### config.mk
export PLATFORM = sky130hd
export DESIGN_NAME = keypad_scanner
export DESIGN_NICKNAME = d
export VERILOG_FILES = /design/src/rtl/keypad_scanner_pkg.sv /design/src/rtl/keypad_frame_sampler.sv /design/src/rtl/keypad_scanner.sv
export SDC_FILE = /design/constraint.sdc
export NUM_CORES = 1
export LEC_CHECK = 0
export ABC_AREA = 1
export CAP_MARGIN = 0
export CORE_MARGIN = 2
export CORE_UTILIZATION = 45
export CTS_CLUSTER_SIZE = 20
export DETAILED_ROUTE_END_ITERATION = 12
export GPL_TIMING_DRIVEN = 1
export PLACE_DENSITY = 0.63
export RECOVER_POWER = 50
export SETUP_SLACK_MARGIN = 0.02
export SLEW_MARGIN = 25
export SYNTH_ARGS = -nofsm -noshare
export SYNTH_HDL_FRONTEND = slang
export SYNTH_SLANG_ARGS = --single-unit
### constraint.sdc
create_clock -name clk -period 3.9 [get_ports clk]
set_input_delay 0.78 -clock clk [delete_from_list [all_inputs] [get_ports clk]]
set_output_delay 0.78 -clock clk [all_outputs]
set_load 0.02 [all_outputs]
### src/rtl/keypad_scanner_pkg.sv
// Shared constants, FSM state type and small helpers for the keypad scanner.
// The blank digit and reset word are shared with the seven-segment display driver.
package keypad_scanner_pkg;

  localparam logic [3:0] COL0     = 4'b1110;
  localparam logic [3:0] COL1     = 4'b1101;
  localparam logic [3:0] COL2     = 4'b1011;
  localparam logic [3:0] COL3     = 4'b0111;
  localparam logic [3:0] COL_IDLE = 4'b1111;

  localparam logic [3:0]  BLANK_DIGIT = 4'hE;
  localparam logic [15:0] NUMS_RESET  = {4{BLANK_DIGIT}};

  typedef enum logic [1:0] {IDLE, DEBOUNCE, HELD} scan_state_t;

  // Position of the lowest-numbered low bit in an active-low vector.
  function automatic logic [1:0] low_index(input logic [3:0] v);
    logic [1:0] idx;
    idx = 2'd0;
    for (int i = 3; i >= 0; i--) begin
      if (!v[i]) idx = 2'(i);
    end
    return idx;
  endfunction

  function automatic logic [2:0] low_count(input logic [3:0] v);
    logic [2:0] n;
    n = 3'd0;
    for (int i = 0; i < 4; i++) begin
      if (!v[i]) n = n + 3'd1;
    end
    return n;
  endfunction

  function automatic logic [3:0] next_col(input logic [3:0] c);
    logic [3:0] n;
    case (c)
      COL0:    n = COL1;
      COL1:    n = COL2;
      COL2:    n = COL3;
      default: n = COL0;
    endcase
    return n;
  endfunction

endpackage

### src/rtl/keypad_frame_sampler.sv
// Scan divider, column rotation, row synchronizer and per-frame key detection.
// A frame is the four samples of columns 0..3; its result is valid while frame_done is high.
module keypad_frame_sampler
  import keypad_scanner_pkg::*;
#(
  parameter int SCAN_DIV_BITS = 16
) (
  input  logic       clk,
  input  logic       rst,
  input  logic [3:0] row,
  output logic [3:0] col,
  output logic       frame_done,
  output logic       frame_key_valid,
  output logic [3:0] frame_code
);

  logic [SCAN_DIV_BITS-1:0] div;
  logic                     tick;
  logic [3:0]               row_meta;
  logic [3:0]               row_sync;
  logic [1:0]               acc_hits;
  logic [3:0]               acc_code;
  logic [1:0]               total_hits;
  logic [3:0]               total_code;
  logic [3:0]               hit_sum;
  logic                     sampling;

  assign tick     = &div;
  assign sampling = tick && (col != COL_IDLE);

  always_ff @(posedge clk or posedge rst) begin
    if (rst) begin
      div      <= '0;
      col      <= COL_IDLE;
      row_meta <= 4'hF;
      row_sync <= 4'hF;
    end else begin
      div      <= div + 1'b1;
      row_meta <= row;
      row_sync <= row_meta;
      if (tick) col <= next_col(col);
    end
  end

  // Hit count saturates at 2: anything beyond one pressed pair is rejected anyway.
  always_comb begin
    hit_sum    = 4'(acc_hits) + 4'(low_count(row_sync));
    total_hits = (hit_sum >= 4'd2) ? 2'd2 : hit_sum[1:0];
    total_code = acc_code;
    if (acc_hits == 2'd0 && low_count(row_sync) == 3'd1)
      total_code = {low_index(row_sync), low_index(col)};
  end

  always_ff @(posedge clk or posedge rst) begin
    if (rst) begin
      acc_hits <= 2'd0;
      acc_code <= 4'd0;
    end else if (sampling) begin
      if (col == COL3) begin
        acc_hits <= 2'd0;
        acc_code <= 4'd0;
      end else begin
        acc_hits <= total_hits;
        acc_code <= total_code;
      end
    end
  end

  assign frame_done      = tick && (col == COL3);
  assign frame_key_valid = (total_hits == 2'd1);
  assign frame_code      = total_code;

endmodule

### src/rtl/keypad_scanner.sv
// 4x4 keypad scanner: debounces frame results into one pulse per press and
// keeps the last four accepted codes in a word for the display driver.
module keypad_scanner
  import keypad_scanner_pkg::*;
#(
  parameter int SCAN_DIV_BITS  = 16,
  parameter int DEBOUNCE_SCANS = 4
) (
  input  logic        clk,
  input  logic        rst,
  input  logic [3:0]  row,
  input  logic        clear,
  output logic [3:0]  col,
  output logic [3:0]  key_code,
  output logic        key_valid,
  output logic [15:0] nums
);

  localparam logic [3:0] SCANS = 4'(DEBOUNCE_SCANS);

  logic        frame_done;
  logic        frame_key_valid;
  logic [3:0]  frame_code;
  scan_state_t state, state_next;
  logic [3:0]  cand, cand_next;
  logic [3:0]  cnt, cnt_next;
  logic [3:0]  rel, rel_next;
  logic        accept;

  keypad_frame_sampler #(
    .SCAN_DIV_BITS(SCAN_DIV_BITS)
  ) u_sampler (
    .clk             (clk),
    .rst             (rst),
    .row             (row),
    .col             (col),
    .frame_done      (frame_done),
    .frame_key_valid (frame_key_valid),
    .frame_code      (frame_code)
  );

  always_ff @(posedge clk or posedge rst) begin
    if (rst) begin
      state <= IDLE;
      cand  <= 4'd0;
      cnt   <= 4'd0;
      rel   <= 4'd0;
    end else begin
      state <= state_next;
      cand  <= cand_next;
      cnt   <= cnt_next;
      rel   <= rel_next;
    end
  end

  // The FSM only moves on frame boundaries; a multi-key frame counts as no key.
  always_comb begin
    state_next = state;
    cand_next  = cand;
    cnt_next   = cnt;
    rel_next   = rel;
    if (frame_done) begin
      case (state)
        IDLE: begin
          if (frame_key_valid) begin
            cand_next  = frame_code;
            cnt_next   = 4'd1;
            state_next = DEBOUNCE;
          end
        end
        DEBOUNCE: begin
          if (accept) begin
            cnt_next   = 4'd0;
            rel_next   = 4'd0;
            state_next = HELD;
          end else if (frame_key_valid && frame_code == cand) begin
            cnt_next = cnt + 4'd1;
          end else if (frame_key_valid) begin
            cand_next = frame_code;
            cnt_next  = 4'd1;
          end else begin
            cnt_next   = 4'd0;
            state_next = IDLE;
          end
        end
        HELD: begin
          if (frame_key_valid) begin
            rel_next = 4'd0;
          end else if (rel + 4'd1 == SCANS) begin
            rel_next   = 4'd0;
            state_next = IDLE;
          end else begin
            rel_next = rel + 4'd1;
          end
        end
        default: state_next = IDLE;
      endcase
    end
  end

  always_comb begin
    accept = frame_done && (state == DEBOUNCE) && frame_key_valid &&
             (frame_code == cand) && (cnt + 4'd1 == SCANS);
  end

  // Clear takes priority over a simultaneous accept for nums only.
  always_ff @(posedge clk or posedge rst) begin
    if (rst) begin
      key_valid <= 1'b0;
      key_code  <= 4'd0;
      nums      <= NUMS_RESET;
    end else begin
      key_valid <= accept;
      if (accept) key_code <= cand;
      if (clear) nums <= NUMS_RESET;
      else if (accept) nums <= {nums[11:0], cand};
    end
  end

endmodule
==> results of run 1 <==
-- placed cells by master (no fill, tap or decap), types with 2 or more instances in the layout --
cell type / count
inv_1: 51
clkinvlp_4: 2
nand2_2: 5
xnor2_1: 5
inv_2: 3
o21ai_1: 4
bufinv_16: 2
nor2_2: 5
buf_4: 2
o21ai_0: 8
nand2_1: 108
nor3_1: 10
dfrtp_1: 45
clkdlybuf4s50_1: 26
nand3_1: 47
dfstp_2: 24
clkbuf_8: 10
nor2_1: 35
o21bai_1: 4
nor2_4: 4
nand3_2: 2
a21oi_1: 10
nand4_1: 4
xor2_1: 13
o211ai_1: 2
ha_1: 9
dlygate4sd3_1: 5
-- flip-flops by register name, indices dropped and copies added, names as in the netlist --
register / flops
u_sampler.acc_hits: 2
u_sampler.col: 4
rel: 4
u_sampler.row_meta: 4
state: 2
u_sampler.div: 16
u_sampler.acc_code: 4
key_code: 4
cand: 4
cnt: 4
key_valid: 1
nums: 16
u_sampler.row_sync: 4
-- cell type report --
class / instances / area, sq um / area share (%)
Inverter: 56 / 213 / 5.07
Clock buffer: 11 / 141 / 3.37
Timing Repair Buffer: 34 / 330 / 7.88
Sequential cell: 69 / 1760 / 41.9
Multi-Input combinational cell: 289 / 1540 / 36.7
Tap cell: 102 / 128 / 3.04
Clock inverter: 5 / 83.8 / 2.00
-- synth_stat cells (all sizes together) --
| library cell | count |
|---|---|
| a21oi | 10 |
| a32oi | 1 |
| and2 | 1 |
| buf | 4 |
| clkbuf | 1 |
| dfrtp | 45 |
| dfstp | 24 |
| fa | 1 |
| ha | 9 |
| inv | 56 |
| nand2 | 114 |
| nand3 | 49 |
| nand3b | 1 |
| nand4 | 5 |
| nor2 | 44 |
| nor3 | 11 |
| nor4 | 1 |
| o211ai | 2 |
| o21ai | 13 |
| o21bai | 4 |
| o22ai | 1 |
| o31ai | 1 |
| or2 | 1 |
| or3 | 1 |
| or4 | 1 |
| xnor2 | 5 |
| xor2 | 13 |
-- worst max-delay path: stages (launching register included) --
cell and delay (ns):
dfstp_2 0.55, inv_1 0.05, ha_1 0.36, inv_1 0.08, nand2_1 0.09, nand3_1 0.08, nand2_2 0.14, inv_1 0.07
ha_1 0.21, fa_1 0.48, a21oi_1 0.12, nand2_1 0.09, nor2_2 0.08, buf_4 0.19, nand4_4 0.23, nand2_1 0.21
nand2_1 0.12, nand2_1 0.08, nand2_1 0.05
-- cell families (layout without fill, tap and decap cells) --
| logic type | Yosys count | after routing | share of synthesized area [%] |
|---|---|---|---|
| buffers and inverters | 61 | 106 | 6.88 |
| AOI/OAI and AO/OA | 32 | 32 | 5.23 |
| adders and majority gates | 10 | 10 | 3.72 |
| DFF | 69 | 69 | 49.3 |
| and+or+nand+nor | 229 | 229 | 30.4 |
| xor gates and xnor gates | 18 | 18 | 4.42 |
-- power groups by stage --
stage          Clock [mW]  Sequential [mW]  Combinational, mW
6_report            0.650            0.727              0.113
4_1_cts             0.671            0.727              0.115
2_1_floorplan           0            0.739             0.0867
3_5_place_dp            0            0.740              0.115
3_3_place_gp            0            0.740              0.113
5_1_grt             0.704            0.727              0.127
-- path summary, 6_finish.rpt --
check / startpoint / end / slack, ns / depth (start not counted)
worst max-delay path: u_sampler.row_sync[0]$_DFF_PP1_ / rel[3]$_DFFE_PP0P_ / 0.49 / 18
worst min-delay path: u_sampler.row_meta[1]$_DFF_PP1_ / u_sampler.row_sync[1]$_DFF_PP1_ / 0.36 / 0
worst max register to register: u_sampler.row_sync[0]$_DFF_PP1_ / rel[3]$_DFFE_PP0P_ / 0.49 / 18
worst min register to register: u_sampler.row_meta[1]$_DFF_PP1_ / u_sampler.row_sync[1]$_DFF_PP1_ / 0.36 / 0
max in group asynchronous: rst / key_code[2]$_DFFE_PP0P_ / 1.45 / 3
min in group asynchronous: rst / u_sampler.acc_hits[0]$_DFFE_PP0P_ / 1.45 / 3
-- through the flow --
step	total power [mW]	setup WS [ns]	hold slack (ns)	instances
floorplan	0.826	0.781	0.345	419
global placement	0.853	0.595	0.347	550
detailed placement	0.854	0.510	0.349	550
CTS	1.51	0.498	0.361	566
global route	1.56	0.224	0.362	566
finish	1.49	0.490	0.360	566
-- per-layer routing --
layer,vias to the layer above,wire (microns),GRT usage [%]
met4,0,96,6.50
li1,1411,-,-
met3,9,281,4.51
met1,1329,3130,21.7
met5,-,0,0
met2,63,3300,28.3
==> reports/metrics.csv, run 1 <==
metric,value,unit
Synth area leader,dfrtp_1,
Via Count,2812,
CP startpoint kind,flip-flop,
vias in the first global route,2722,
DRC Markers,0,
antenna violations before repair,0,
RSZ-0062 raised after global routing,no,
nature of the critical path endpoint,flip-flop,
clk slew on worst S/H paths,0.07,ns
failing checks,"max-capacitance violations, max-slew violations",
Worst Path Required,4.13,ns
worst endpoint data arrival time,3.64,ns
Buffers on Ports,31,
global placement routability congestion,0.845,
Row Count,32,
die span in x,93.0,microns
Worst VDD drop,0.212,mV
hold crit path type,flip-flop to flip-flop,
Tmin final,3.41,ns
design area,0.00419,sq mm
Util after Layout,54.5,%
worst-margin pin slew,1.65,ns
"top cells by area, synth","dfrtp_1, dfstp_2, nand2_1, nand3_1, inv_1",
Die Ht,93.0,microns
Final ANT Viol Nets,0,
Final period util,87.4,%
Synthesis Warnings,0,
Final #Nets,476,
HPWL Detailed,4960,microns
Die ar.,0.00865,sq mm
first-pass GRT wire length,11900,microns
initial core utilization,46.4,%
CTS tree,built,
post-synthesis register bit count,69,
P_int,1.14,mW
Flop pwr share,48.8,%
Clock Tree Root,clkbuf_8,
NetSw,0.354,mW
Static Leak,1.98,nW
relative slew slack,-9.90,%
Skew-Pair Late Insertion Delay,0.34,ns
status,finished with violations,
drt pass-1 iters,4,
Power Dens Cells,355,mW/mm^2
post_cts resized,0,
share of Yosys cell area claimed by the top area cell type,31.6,%
initial detailed-routing violation count,142,
post-synthesis cell area,0.00356,sq mm
ANT cells,0,
Final Hold Vio Count,0,
Final setup viols,0,
post-CTS setup buffers,0,
pins over their slew limit,70,
combinational power share,7.6,%
"Hold-fix buffers, CTS",0,
Max Cap Viol,1,
Avg Inst Size Synth,8.50,sq um
io pins,32,
Mapped Cells,419,
CP Class,flip-flop to flip-flop,
share of cells above drive strength 1,14.4,%
Area Growth Syn to Fin,17.7,%
Tot GR Track Use,17.2,%
largest net degree at the start of global routing,70,
grt total ovfl,0,
total wire length,6800,microns
sw frac,23.8,%
dpl cell area,0.00399,sq mm
# clock sinks,69,
FILL cells,734,
syn nets,436,
setup skew after layout,0.00881,ns
post-DR vias/cell,4.97,
Core Area,0.00769,sq mm
crit-path max FO,13,
Longest Clk Path Bufs,2,
fmax,293,MHz
Final TNS setup,0,ns
H-tree level count,3,
DR WL/cell,12.0,microns
Inserted Clock Buffers,9,
Clock Power Share,43.6,%
"Seq/Total Area, Yosys",49.3,%
number of distinct library cells after synthesis,41,
(Power assumes the default switching activity.)
==> inputs of run 2 (changes only) <==
Settings changed: SLEW_MARGIN 25 to 20.
==> results of run 2 <==
No change in the layout: final DEF, timing and power equal those of run 1.
